<file path="src/rtl/mc_ctrl_pkg.sv">
// Shared types and constants for the multicycle MIPS control unit.
package mc_ctrl_pkg;

  typedef enum logic [3:0] {
    S_FETCH   = 4'd0,
    S_DECODE  = 4'd1,
    S_MEMADR  = 4'd2,
    S_MEMRD   = 4'd3,
    S_MEMWB   = 4'd4,
    S_MEMWR   = 4'd5,
    S_EXECUTE = 4'd6,
    S_ALUWB   = 4'd7,
    S_ADDIEX  = 4'd8,
    S_SLTIEX  = 4'd9,
    S_IMMWB   = 4'd10,
    S_BRANCH  = 4'd11
  } state_e;

  localparam logic [5:0] OP_RTYPE = 6'h00;
  localparam logic [5:0] OP_LW    = 6'h23;
  localparam logic [5:0] OP_SW    = 6'h2B;
  localparam logic [5:0] OP_ADDI  = 6'h08;
  localparam logic [5:0] OP_SLTI  = 6'h0A;
  localparam logic [5:0] OP_BEQ   = 6'h04;

  localparam logic [5:0] FN_ADD = 6'h20;
  localparam logic [5:0] FN_SUB = 6'h22;
  localparam logic [5:0] FN_AND = 6'h24;
  localparam logic [5:0] FN_OR  = 6'h25;
  localparam logic [5:0] FN_SLT = 6'h2A;
  localparam logic [5:0] FN_NOR = 6'h27;

  localparam logic [3:0] ALU_AND = 4'b0000;
  localparam logic [3:0] ALU_OR  = 4'b0001;
  localparam logic [3:0] ALU_ADD = 4'b0010;
  localparam logic [3:0] ALU_SUB = 4'b0110;
  localparam logic [3:0] ALU_SLT = 4'b0111;
  localparam logic [3:0] ALU_NOR = 4'b1100;

  typedef struct packed {
    logic       pc_write;
    logic       iord;
    logic       mem_write;
    logic       ir_write;
    logic       reg_dst;
    logic       mem_to_reg;
    logic       reg_write;
    logic       alu_src_a;
    logic [1:0] alu_src_b;
    logic [3:0] alu_control;
    logic       pc_src;
  } ctrl_t;

  // Every strobe low, ALU defaulting to ADD.
  function automatic ctrl_t ctrl_idle();
    ctrl_t c;
    c = '0;
    c.alu_control = ALU_ADD;
    return c;
  endfunction

endpackage

</file>
<file path="src/rtl/alu_decoder.sv">
// Funct field to ALUControl decode; unknown Funct falls back to ADD and is flagged.
module alu_decoder
  import mc_ctrl_pkg::*;
(
  input  logic [5:0] funct_i,
  output logic [3:0] alu_control_o,
  output logic       illegal_funct_o
);

  always_comb begin
    alu_control_o   = ALU_ADD;
    illegal_funct_o = 1'b0;
    case (funct_i)
      FN_ADD:  alu_control_o = ALU_ADD;
      FN_SUB:  alu_control_o = ALU_SUB;
      FN_AND:  alu_control_o = ALU_AND;
      FN_OR:   alu_control_o = ALU_OR;
      FN_SLT:  alu_control_o = ALU_SLT;
      FN_NOR:  alu_control_o = ALU_NOR;
      default: illegal_funct_o = 1'b1;
    endcase
  end

endmodule

</file>
<file path="src/rtl/multicycle_control_unit.sv">
// Multicycle MIPS control FSM: sequences the datapath, counts retired
// instructions and keeps a sticky illegal-instruction flag.
//   state    | meaning
//   FETCH    | read instr, PC <= PC+4
//   DECODE   | branch target into ALUOut, dispatch on OP
//   MEMADR   | base + offset
//   MEMRD    | data memory read
//   MEMWB    | load writeback to rt
//   MEMWR    | data memory write
//   EXECUTE  | R-type ALU op
//   ALUWB    | R-type writeback to rd
//   ADDIEX   | addi ALU op
//   SLTIEX   | slti ALU op
//   IMMWB    | immediate writeback to rt
//   BRANCH   | beq compare, PC <= ALUOut if Zero
module multicycle_control_unit
  import mc_ctrl_pkg::*;
#(
  parameter int CNT_WIDTH = 32
) (
  input  logic                 clk,
  input  logic                 reset,
  input  logic [5:0]           OP,
  input  logic [5:0]           Funct,
  input  logic                 Zero,
  output logic                 PCWrite,
  output logic                 IorD,
  output logic                 MemWrite,
  output logic                 IRWrite,
  output logic                 RegDst,
  output logic                 MemtoReg,
  output logic                 RegWrite,
  output logic                 ALUSrcA,
  output logic [1:0]           ALUSrcB,
  output logic [3:0]           ALUControl,
  output logic                 PCSrc,
  output logic                 illegal_o,
  output logic [CNT_WIDTH-1:0] instr_count_o,
  output logic [3:0]           state_o
);

  state_e               state_q, state_d;
  logic                 illegal_q, illegal_d;
  logic [CNT_WIDTH-1:0] count_q, count_d;

  ctrl_t      ctrl;
  logic       set_illegal;
  logic       retire;
  logic [3:0] funct_alu_ctrl;
  logic       illegal_funct;

  alu_decoder u_alu_decoder (
    .funct_i         (Funct),
    .alu_control_o   (funct_alu_ctrl),
    .illegal_funct_o (illegal_funct)
  );

  always_comb begin
    ctrl        = ctrl_idle();
    state_d     = S_FETCH;
    set_illegal = 1'b0;
    retire      = 1'b0;
    case (state_q)
      S_FETCH: begin
        ctrl.ir_write  = 1'b1;
        ctrl.alu_src_b = 2'b01;
        ctrl.pc_write  = 1'b1;
        state_d        = S_DECODE;
      end
      S_DECODE: begin
        ctrl.alu_src_b = 2'b11;
        case (OP)
          OP_LW, OP_SW: state_d = S_MEMADR;
          OP_RTYPE:     state_d = S_EXECUTE;
          OP_ADDI:      state_d = S_ADDIEX;
          OP_SLTI:      state_d = S_SLTIEX;
          OP_BEQ:       state_d = S_BRANCH;
          default: begin
            state_d     = S_FETCH;
            set_illegal = 1'b1;
          end
        endcase
      end
      S_MEMADR: begin
        ctrl.alu_src_a = 1'b1;
        ctrl.alu_src_b = 2'b10;
        state_d        = (OP == OP_LW) ? S_MEMRD : S_MEMWR;
      end
      S_MEMRD: begin
        ctrl.iord = 1'b1;
        state_d   = S_MEMWB;
      end
      S_MEMWB: begin
        ctrl.mem_to_reg = 1'b1;
        ctrl.reg_write  = 1'b1;
        retire          = 1'b1;
      end
      S_MEMWR: begin
        ctrl.iord      = 1'b1;
        ctrl.mem_write = 1'b1;
        retire         = 1'b1;
      end
      S_EXECUTE: begin
        ctrl.alu_src_a   = 1'b1;
        ctrl.alu_control = funct_alu_ctrl;
        set_illegal      = illegal_funct;
        state_d          = S_ALUWB;
      end
      S_ALUWB: begin
        ctrl.reg_dst   = 1'b1;
        ctrl.reg_write = 1'b1;
        retire         = 1'b1;
      end
      S_ADDIEX: begin
        ctrl.alu_src_a = 1'b1;
        ctrl.alu_src_b = 2'b10;
        state_d        = S_IMMWB;
      end
      S_SLTIEX: begin
        ctrl.alu_src_a   = 1'b1;
        ctrl.alu_src_b   = 2'b10;
        ctrl.alu_control = ALU_SLT;
        state_d          = S_IMMWB;
      end
      S_IMMWB: begin
        ctrl.reg_write = 1'b1;
        retire         = 1'b1;
      end
      S_BRANCH: begin
        ctrl.alu_src_a   = 1'b1;
        ctrl.alu_control = ALU_SUB;
        ctrl.pc_src      = 1'b1;
        ctrl.pc_write    = Zero;  // only Mealy output
        retire           = 1'b1;
      end
      default: state_d = S_FETCH;
    endcase

    illegal_d = illegal_q | set_illegal;
    count_d   = count_q + CNT_WIDTH'(retire);
  end

  always_ff @(posedge clk or negedge reset) begin
    if (!reset) begin
      state_q   <= S_FETCH;
      illegal_q <= 1'b0;
      count_q   <= '0;
    end else begin
      state_q   <= state_d;
      illegal_q <= illegal_d;
      count_q   <= count_d;
    end
  end

  // Write enables are gated by reset so none can fire while it is held.
  assign PCWrite       = ctrl.pc_write  & reset;
  assign MemWrite      = ctrl.mem_write & reset;
  assign IRWrite       = ctrl.ir_write  & reset;
  assign RegWrite      = ctrl.reg_write & reset;
  assign IorD          = ctrl.iord;
  assign RegDst        = ctrl.reg_dst;
  assign MemtoReg      = ctrl.mem_to_reg;
  assign ALUSrcA       = ctrl.alu_src_a;
  assign ALUSrcB       = ctrl.alu_src_b;
  assign ALUControl    = ctrl.alu_control;
  assign PCSrc         = ctrl.pc_src;
  assign illegal_o     = illegal_q;
  assign instr_count_o = count_q;
  assign state_o       = state_q;

endmodule

</file>
<file path="config.mk">
export PLATFORM = sky130hd
export DESIGN_NAME = multicycle_control_unit
export DESIGN_NICKNAME = d
export VERILOG_FILES = /design/src/rtl/mc_ctrl_pkg.sv /design/src/rtl/alu_decoder.sv /design/src/rtl/multicycle_control_unit.sv
export SDC_FILE = /design/constraint.sdc
export NUM_CORES = 1
export LEC_CHECK = 0
export CAP_MARGIN = 20
export CORE_MARGIN = 2
export CORE_UTILIZATION = 32
export DETAILED_ROUTE_END_ITERATION = 12
export DONT_BUFFER_PORTS = 1
export MAX_ROUTING_LAYER = met4
export PLACE_DENSITY_LB_ADDON = 0.05
export RECOVER_POWER = 100
export SLEW_MARGIN = 20
export SYNTH_ARGS = -nofsm -noshare
export SYNTH_HDL_FRONTEND = slang
export SYNTH_HIERARCHICAL = 1
export SYNTH_SLANG_ARGS = --single-unit
</file>
<file path="constraint.sdc">
create_clock -name clk -period 6.9 [get_ports clk]
set_input_delay 2.07 -clock clk [delete_from_list [all_inputs] [get_ports clk]]
set_output_delay 2.07 -clock clk [all_outputs]
set_load 0.05 [all_outputs]
</file>
# ---- After elaboration in Yosys (flattened, before gate mapping)
# Cells that the tools add are included.
dict set report classes {
  add_sub_neg 1
  n_eq_ne 22
  bitwise_logic 5
  muxes 19
  n_reduce_logical 11
}
# op count
set ops {}
lappend ops {{equality test 6 bit (second input constant)} 8}
lappend ops {{case mux 4 bit (5 select lines)} 2}
lappend ops {{adder 32 x 1 -> 32 bit} 1}
lappend ops {{case mux 4 bit (6 select lines)} 1}
lappend ops {{equality test 4 x 3 -> 1 bit (second input constant)} 4}
lappend ops {{equality test 4 bit (second input constant)} 4}
lappend ops {{equality test 6 x 4 -> 1 bit (second input constant)} 2}
lappend ops {{case mux 4 bit (3 select lines)} 1}
lappend ops {{OR reduction 6 bit} 2}
lappend ops {{2-to-1 mux 1 bit} 11}
lappend ops {{OR reduction 5 bit} 2}
lappend ops {{equality test 4 x 2 -> 1 bit (second input constant)} 2}
lappend ops {{equality test 6 x 3 -> 1 bit (second input constant)} 1}
lappend ops {{logical NOT 6 bit} 1}
lappend ops {{case mux 2 bit (3 select lines)} 1}
lappend ops {{OR reduction 2 bit} 3}
lappend ops {{OR reduction 3 bit} 2}
lappend ops {{AND 1 bit} 4}
lappend ops {{equality test 4 x 1 -> 1 bit (second input constant)} 1}
lappend ops {{logical NOT 4 bit} 1}
lappend ops {{case mux 1 bit (2 select lines)} 2}
lappend ops {{2-to-1 mux 3 bit} 1}
lappend ops {{OR 1 bit} 1}
dict set report word_totals {
  output_inout_bits 52
  word_cells 61
  ff_bits 37
  inputBits 15
}

# ---- Longest topological paths before layout
# Gate-level depths: netlist of the first run.
dict set report logic_depth {
  ltp_word 5
  ltp_mapped 10
  ltp_nobuf 9
}

# ---- By module
# The synthesis of the first run kept the hierarchy.
# mod n_inst seq_area_each_um2 cells_each area_per_inst_um2
set modules_own_cells {}
lappend modules_own_cells {multicycle_control_unit 1 925.9 188 1919.3}
lappend modules_own_cells {alu_decoder 1 0.0 14 113.9}

# ---- Worst setup path after synthesis of the first run
# Ideal clock, no wire load.
dict set report synth_path {
  kind {register to output}
  start {reg state_q[2] (netlist: state_o[2])}
  end {out PCWrite}
  n_path_buf 1
  arrival_time_ns 3.018
  t_required_ns 4.830
  stages_incl_launch_ff 5
  setup_slack_ns 1.812
  cell_sequence {dfrtp_1 -> clkbuf_1 -> nor3_1 -> and3b_1 -> a31o_2}
}
dict set report synth_via {
  elab_chain_cells 3
  word_cells_on_any_way 4
  cone_classes {1 x eq/ne; 1 x mux; 1 x bitwise; 1 x reduce/logical}
}
# element line
set synth_lines {}
lappend synth_lines {{start, declared} multicycle_control_unit.sv:42} ;# state_e state_q, state_d;
lappend synth_lines {{start signal, assigned} multicycle_control_unit.sv:149} ;# state_q <= state_d;
lappend synth_lines {{equality test 4 bit or logical NOT 4 bit (tied branches)} multicycle_control_unit.sv:63} ;# case (state_q)
lappend synth_lines {{case mux 1 bit (2 select lines) (*)} multicycle_control_unit.sv:63}
lappend synth_lines {{AND 1 bit (*)} multicycle_control_unit.sv:156} ;# assign PCWrite = ctrl.pc_write & reset;
lappend synth_lines {{end, declared} multicycle_control_unit.sv:26} ;# output logic PCWrite,
# Mark *: on every way between the ends. The rest lies on a longest branch, timed or not.

# ---- Final worst setup path of the first run
dict set report layout_path {
  start {reg state_q[1] (netlist: state_o[1])}
  end {out PCWrite}
}
# Same word-level chain as after synthesis.

==> flow_summary.ini, run 1 <==
[outcome]
status = finished, violations left
violations = max-capacitance violations, max-slew violations

[clock_network]
path_clk_slew_ps = 70
cts_tree = built
post_cts_resized = 0
postCtsSetupBuffers = 0
numCtsBuffers = 5
cts_buffer_depth = 2
clk_latency_ps = 290
cts_sinks = 37
htree_levels = 2
cts_hold_buf = 0
clock-root-buffer = clkbuf_8

[cells_and_area]
syn2layout_area_growth_pct = 8.615
layout-drive-gt1-share = 0.05825
final_nets = 223
num_antenna_cells = 0
stdcell_count = 283

[pwr]
p_leak_nw = 0.9562
power_density_nw_per_um2 = 327.0
power_mw = 0.7220
vdd_drop_max_uv = 165.4

[sta]
period_share = 0.8268
rsz0062_at_grt = no
finalCriticalPeriod_ps = 5705
setup_viol = 0
tightest_slew_ps = 1803
setup_ws_ps = 1195
relSlewSlack = -0.2134
fin_skew_ps = 2.638
max_freq_ghz = 0.1753
final_max_slew_viol_count = 16
finalSetupTns_ps = 0
hold_viol_final = 0

[logic_synthesis]
yosysUniqueCellTypes = 40
synth_seq_cells = 37
ys.flop_type = dfrtp_1
yosys_warnings = 6
synth_simple_gate_area_frac = 0.2849
synth_mux_area_frac = 0.004923
syn_area_um2 = 2033
synth_compound_area_frac = 0.08185
synthArstFlopShare = 1.000
synth_fa_ha_area_frac = 0.01846
synth_top_family_by_area = simple AND/OR/NAND/NOR gates
synth_cells = 202
synth_edf_count = 0
synthXorXnorAreaFrac = 0.1335
syn_area_per_cell_um2 = 10.07
ys_seq_area_frac = 0.4554
synth_fp_nets = 220

[drt]
vias = 1567
routed_wl_um = 4797
drt-pass1-iter-count = 4
drc = 0
ant_nets = 0
post_drt_wl_per_cell_um = 16.95
drtIter0Drc = 66
viasPerCell = 5.537

[place]
routabilityCongestion = 0.7435
hpwlAfterDp_um = 3501
io_buffers = 0
place_ws_ps = 1834
dp.cells = 275

[worst_setup_path]
critPathLaunchType = flip-flop
path_max_fanout = 15
slowest_delay_ps = 1490
arrival_ps = 3640
end_kind = output pin
crit_chain = nor3_1 > and3b_1 > a31o_1
cpMaxStageDelayCell = nor3_1
cp_top_family = simple AND/OR/NAND/NOR gates
cp_num_buf_inv = 0
worstPathRequired_ps = 4830
path_class = reg2out

[grt]
grt_util_all_layers = 0.1481
grt_max_degree = 42
antenna_found_initial = 0
grt_pass1_wl_um = 8197
first_global_vias = 1629
overflow = 0

[die]
rows = 29
core_um2 = 6241
die_area_um2 = 7007
die_x_um = 83.71
floorplan.initialDensity = 0.3258
io_pins = 67
chipHeight_um = 83.71

[run]
cap_violations = 4

[min_path]
hold_path_class = reg2reg
## layer usage
layer	up-vias	global-route usage	wire length, µm
li1	731	-	-
met3	8	0.05737	397
met5	-	-	0
met4	0	0.04839	70
met1	777	0.1764	2089
met2	51	0.2313	2240
## stage by stage
step           area [µm²]  hold WS (ps)    util
3_5_place_dp         2118         810.8  0.3394
3_3_place_gp         2118         810.8  0.3394
4_1_cts              2235         823.0  0.3581
5_1_grt              2208         851.4  0.3538
6_report             2208         811.0  0.3538
2_1_floorplan        2033         760.2       -
## cell type report
cell class              count  area (µm²)
well taps                  77       96.34
multi-input cells         154        1044
fillers                   634        4033
inverters                   7       26.28
clock buffers               7       86.33
clock inverters             1       30.03
flip-flops and latches     37       925.9
## flip-flops by register name, indices dropped and copies added, names as in the netlist
signal / flops
instr_count_o: 32
state_o: 4
illegal_o: 1
## worst paths after layout
kind | from | end | slack (ps) | cells after the start
worst min-delay path | instr_count_o[31]$_DFF_PN0_ | instr_count_o[31]$_DFF_PN0_ | 810 | 1
min in group asynchronous | reset | instr_count_o[31]$_DFF_PN0_ | 1470 | 0
worst max register to register | state_o[0]$_DFF_PN0_ | instr_count_o[26]$_DFF_PN0_ | 2680 | 8
worst min register to register | instr_count_o[31]$_DFF_PN0_ | instr_count_o[31]$_DFF_PN0_ | 810 | 1
max in group asynchronous | reset | instr_count_o[0]$_DFF_PN0_ | 5340 | 0
worst max-delay path | state_o[1]$_DFF_PN0_ | PCWrite | 1190 | 3
## report_power, final
part           switching, mW  leakage [nW]  internal (mW)
Combinational          0.132         0.396         0.0379
Sequential             0.121         0.502          0.236
Clock                 0.0772        0.0585          0.118
Total                  0.330         0.956          0.392
## logic make-up (layout without fill, tap and decap cells)
logic type / count (synthesis) / after routing
AND/OR/NAND/NOR: 94 / 94
flip-flops: 37 / 37
XOR/XNOR: 31 / 31
AO/OA/AOI/OAI: 25 / 25
buffers and inverters: 11 / 15
adder cells (fa/ha/maj): 3 / 3
multiplexers: 1 / 1
## placed cells by master, fill, tap and decap left out, types with 2 or more instances in the layout
master    count
and4bb_1      3
nand4_1      11
nand4b_1      5
xor2_1        6
o41ai_1       2
and4_1        4
and3_1       10
nor4_1        2
inv_1         7
o21a_1        2
nor2b_1       5
a21oi_1       5
xnor2_1      25
and3b_1       2
nor2_1       14
nor2_2        2
dfrtp_1      37
ha_1          3
nand2b_1      2
and2_1        2
nand2_1      16
nand3_1       9
nor3_1        2
o21ai_0       7
a22oi_1       2
o32ai_1       2
clkbuf_8      6
## worst register-to-register path: stages, from the launching register on
cell     delay [ps]
dfrtp_1         930
nor2b_1         290
o31ai_1         390
ha_1            220
ha_1            190
nand3_1         180
nor4_1         1420
nand4_1         270
xnor2_1         200
## synth_stat cells (5+ instances only)
library cell  instances  share of area
and3_1               10          0.031
nor2_1               14          0.026
a21oi_1               5          0.012
nand4_1              11          0.034
dfrtp_1              37           0.46
nor2b_1               5          0.015
nand3_1               9          0.022
inv_1                 7          0.013
o21ai_0               7          0.017
nand2_1              16          0.030
xor2_1                6          0.026
xnor2_1              25           0.11
nand4b_1              5          0.022
Power figures use the tool's default switching activity.
==> run 2: changes to the inputs <==
==> constraint.sdc (replaced) <==
create_clock -name clk -period 4.75 [get_ports clk]
set_input_delay 1.425 -clock clk [delete_from_list [all_inputs] [get_ports clk]]
set_output_delay 1.425 -clock clk [all_outputs]
set_load 0.05 [all_outputs]
==> run 2 against run 1 <==
  * Global-route usage shrank 0.87 points
  * Non-clock buffer count increased by 3
  * Clock power grew 19%
  * Register-to-register slack worse by 1300 ps
  * Core utilization is 0.16 points higher
  * Largest cell class unchanged
  * First-iteration DRC count is 35% lower
  * Cell count rose by 1.1%
  * The flow still finishes with violations (max-capacitance violations, max-slew violations)
  * Critical path type unchanged
  * Critical path depth grew 1
  * Sequential share of layout area decreased by 0.19 points
  * Sequential power rose by 43%
  * Via count shrank 1.5%
==> flow_summary.ini, run 2 (synthesized netlist as in run 1, its figures left out) <==
[sta]
finalCriticalPeriod_ps = 4224
hold_viol_final = 0
tightest_slew_ps = 1518
max_freq_ghz = 0.2367
relSlewSlack = -0.02238
finalSetupTns_ps = 0
period_share = 0.8893
rsz0062_at_grt = no
setup_viol = 0
fin_skew_ps = 6.151
final_max_slew_viol_count = 1
whs_ps = 811.2

[drt]
routed_wl_um = 4743
ant_nets = 0
post_drt_wl_per_cell_um = 16.58
viasPerCell = 5.399
drt-pass1-iter-count = 4
drtIter0Drc = 43
vias = 1544
drc = 0

[worst_setup_path]
slowest_delay_ps = 1170
critPathLaunchType = flip-flop
path_class = reg2out
cpMaxStageDelayCell = o21ai_0
worstPathRequired_ps = 3320
cp_num_buf_inv = 1
arrival_ps = 2800
end_kind = output pin
cp_top_family = compound AO/OA/AOI/OAI gates
path_max_fanout = 11
crit_chain = clkbuf_1 > nor2b_1 > nand2_1 > o21ai_0

[pwr]
power_density_nw_per_um2 = 455.9
power_mw = 1.011
vdd_drop_max_uv = 309.6
p_leak_nw = 0.9716

[clock_network]
path_clk_slew_ps = 70
cts_buffer_depth = 2
cts_hold_buf = 0
postCtsSetupBuffers = 0
htree_levels = 2
clock-root-buffer = clkbuf_8
numCtsBuffers = 5
cts_tree = built
cts_sinks = 37
post_cts_resized = 0
clk_latency_ps = 290

[place]
io_buffers = 0
routabilityCongestion = 0.7425
place_area_um2 = 2141
hpwlAfterDp_um = 3427

[cells_and_area]
syn2layout_area_growth_pct = 9.108
num_antenna_cells = 0
layout-drive-gt1-share = 0.07177
nFillCells = 632
layout_common_cells = 37 x dfrtp_1, 25 x xnor2_1, 16 x nand2_1, 14 x nor2_1, 11 x nand4_1
stdcell_area_um2 = 2218
final_common_cell = dfrtp_1
largest_reg_flops = 32
final_nets = 226

[grt]
grt_max_degree = 42
overflow = 0
grt_pass1_wl_um = 7665
first_global_vias = 1490
antenna_found_initial = 0
grt_util_all_layers = 0.1394

[outcome]
violations = max-capacitance violations, max-slew violations
status = finished, violations left

[die]
die_area_um2 = 7007
floorplan.initialDensity = 0.3258
core_um2 = 6241
die_x_um = 83.71
rows = 29
chipHeight_um = 83.71
io_pins = 67

[min_path]
hold_path_class = reg2reg

[run]
cap_violations = 2
-- run 2: cell types whose count changed in the layout (fill, tap and decap cells not counted), sizes merged --
cell    change
buf         +1
clkbuf      +1
clkinv      +2
bufinv      -1
-- run 2: power breakdown --
group          switching (mW)  internal [mW]
logic                   0.204         0.0625
registers               0.169          0.343
clock network           0.116          0.118
-- run 2: stage by stage --
step	worst slack, ps	std cells	util
2_1_floorplan	307.3	202	-
3_3_place_gp	986.7	278	0.3430
3_5_place_dp	987.9	278	0.3430
4_1_cts	810.0	286	0.3585
5_1_grt	399.6	286	0.3555
6_report	525.6	286	0.3555
-- run 2: layer usage --
layer | vias up | wire (µm) | part of all wire | GRT usage
li1 | 738 | - | - | -
met1 | 746 | 2105 | 0.44 | 0.1704
met2 | 53 | 2136 | 0.45 | 0.2065
met3 | 7 | 416 | 0.088 | 0.06231
met4 | 0 | 85 | 0.018 | 0.04545
met5 | - | 0 | 0 | -
-- run 2: final timing paths --
check | slack (ps) | endpoint | cells past startpoint | start
max in group asynchronous | 3850 | instr_count_o[8]$_DFF_PN0_ | 0 | reset
max | 530 | ALUControl[0] | 4 | state_o[2]$_DFF_PN0_
min reg2reg | 810 | instr_count_o[31]$_DFF_PN0_ | 1 | instr_count_o[31]$_DFF_PN0_
max reg2reg | 1350 | instr_count_o[31]$_DFF_PN0_ | 8 | state_o[2]$_DFF_PN0_
min in group asynchronous | 820 | instr_count_o[30]$_DFF_PN0_ | 0 | reset
min | 810 | instr_count_o[31]$_DFF_PN0_ | 1 | instr_count_o[31]$_DFF_PN0_
-- run 2: area by class of cell --
cell class	count	area [µm²]	area share
Timing Repair Buffer	3	15.01	0.006768
Sequential cell	37	925.9	0.4174
Tap cell	77	96.34	0.04343
Multi-Input combinational cell	154	1059	0.4772
Clock buffer	6	82.58	0.03723
Clock inverter	2	13.76	0.006204
Inverter	7	26.28	0.01184
==> run 3: changes to the inputs <==
--- a/config.mk
+++ b/config.mk
@@ -11,7 +11,7 @@
 export DETAILED_ROUTE_END_ITERATION = 12
 export DONT_BUFFER_PORTS = 1
 export MAX_ROUTING_LAYER = met4
-export PLACE_DENSITY_LB_ADDON = 0.05
+export PLACE_DENSITY = 0.47
 export RECOVER_POWER = 100
 export SLEW_MARGIN = 20
 export SYNTH_ARGS = -nofsm -noshare
==> constraint.sdc (replaced) <==
create_clock -name clk -period 3.85 [get_ports clk]
set_input_delay 1.155 -clock clk [delete_from_list [all_inputs] [get_ports clk]]
set_output_delay 1.155 -clock clk [all_outputs]
set_load 0.05 [all_outputs]
==> run 3 against run 2 <==
  * The run now ends clean
  * Largest power group unchanged
  * Sequential power increased by 8.0%
  * Cell count increased by 3.8%
  * Global-route usage decreased by 0.33 points
  * Non-clock buffer count increased by 11
  * Die area unchanged
  * Hold slack got worse by 260 ps
  * Critical path depth increased by 1
  * Design area increased by 2.5%
  * Register-to-register slack got worse by 520 ps
==> flow_summary.ini, run 3 (synthesized netlist as in run 1, its figures left out) <==
[sta]
finalCriticalPeriod_ps = 3367
fin_skew_ps = 8.098
setup_ws_ps = 483.4
final_max_slew_viol_count = 0
setup_viol = 0
hold_viol_final = 0
finalSetupTns_ps = 0
tightest_slew_ps = 1052
rsz0062_at_grt = no
max_freq_ghz = 0.2970
relSlewSlack = 0.2928
period_share = 0.8744

[die]
rows = 29
die_area_um2 = 7007
floorplan.initialDensity = 0.3258
core_um2 = 6241
chipHeight_um = 83.71
die_x_um = 83.71
io_pins = 67

[worst_setup_path]
path_class = reg2out
arrival_ps = 2210
path_max_fanout = 11
end_kind = output pin
critPathLaunchType = flip-flop
worstPathRequired_ps = 2690

[cells_and_area]
final_nets = 237
layout-drive-gt1-share = 0.08636
stdcell_area_um2 = 2275
nFillCells = 668
syn2layout_area_growth_pct = 11.88
layout_common_cells = 37 x dfrtp_1, 25 x xnor2_1, 16 x nand2_1, 14 x nor2_1, 11 x nand4_1
seqCellArea_um2 = 925.9
num_antenna_cells = 0
utilization = 0.3645
multi_input_area_um2 = 1050
largest_reg_flops = 32
final_common_cell = dfrtp_1

[clock_network]
cts_sinks = 37
htree_levels = 2
path_clk_slew_ps = 80
cts_tree = built
cts_buffer_depth = 2
post_cts_resized = 0
cts_hold_buf = 0
postCtsSetupBuffers = 0
clock-root-buffer = clkbuf_8
numCtsBuffers = 5
clk_latency_ps = 290

[drt]
post_drt_wl_per_cell_um = 15.41
drc = 0
drtIter0Drc = 68
viasPerCell = 5.111
drt-pass1-iter-count = 4
routed_wl_um = 4577
vias = 1518
ant_nets = 0

[grt]
grt_util_all_layers = 0.1361
grt_max_degree = 42
overflow = 0
antenna_found_initial = 0
grt_pass1_wl_um = 7362
first_global_vias = 1467

[pwr]
clkPwrFrac = 0.223
seqPwrFrac = 0.425
power_density_nw_per_um2 = 571.2
swShare = 0.4747
p_switching_mw = 0.6169
p_leak_nw = 0.9864
power.internal_mw = 0.6825
comb_power_share = 0.352
vdd_drop_max_uv = 417.1

[place]
hpwlAfterDp_um = 3309
io_buffers = 0
place_ws_ps = 680.8
place_area_um2 = 2236
routabilityCongestion = 0.7290

[run]
cap_violations = 0

[min_path]
hold_path_class = in2async

[outcome]
status = completed
[run 3: cell count changes in the layout (fill, tap and decap cells not counted), sizes merged]
cell    previous run  this run
buf                1         4
clkbuf             8        16
[run 3: layout make-up]
class                      count  share of cell area
sequential                    37              0.4070
inverter                       7             0.01155
timing repair buffer          14             0.03520
clock inverter                 2            0.006051
tap                           77             0.04235
multi-input combinational    154              0.4615
clock buffer                   6             0.03630
[run 3: worst max-delay path, cell delays in order, from the launching register on]
cell and delay (ps):
dfrtp_1 490, nor2b_1 310, and3_1 200, clkbuf_1 500, a31o_2 280, buf_12 140
[run 3: stage by stage]
step / std cells / hold slack, ps / total power [mW]
finish: 297 / 550.5 / 1.299
global route: 297 / 526.7 / 1.374
CTS: 297 / 539.8 / 1.354
detailed placement: 289 / 672.8 / 1.057
global placement: 289 / 657.9 / 1.056
floorplan: 202 / 760.2 / 0.9090
[run 3: power groups by stage]
stage	sequential [mW]	clock, mW	combinational, mW
finish	0.553	0.289	0.457
floorplan	0.611	0	0.298
global route	0.562	0.319	0.492
CTS	0.555	0.304	0.495
detailed placement	0.563	0	0.494
global placement	0.562	0	0.494
[run 3: final timing paths]
check	start	end	slack, ps	depth (start not counted)
min	reset	instr_count_o[25]$_DFF_PN0_	550	0
min reg2reg	state_o[0]$_DFF_PN0_	state_o[1]$_DFF_PN0_	690	3
min in group clk	state_o[0]$_DFF_PN0_	state_o[1]$_DFF_PN0_	690	3
max reg2reg	state_o[2]$_DFF_PN0_	instr_count_o[20]$_DFF_PN0_	830	9
max	state_o[2]$_DFF_PN0_	PCWrite	480	5
max in group asynchronous	reset	instr_count_o[1]$_DFF_PN0_	3190	0
[run 3: per-layer routing]
layer / up-vias / GRT usage / part of all wire
met4: 0 / 0.04839 / 0.013
li1: 761 / - / -
met2: 41 / 0.1942 / 0.46
met1: 710 / 0.1782 / 0.47
met5: - / - / 0
met3: 6 / 0.04946 / 0.056
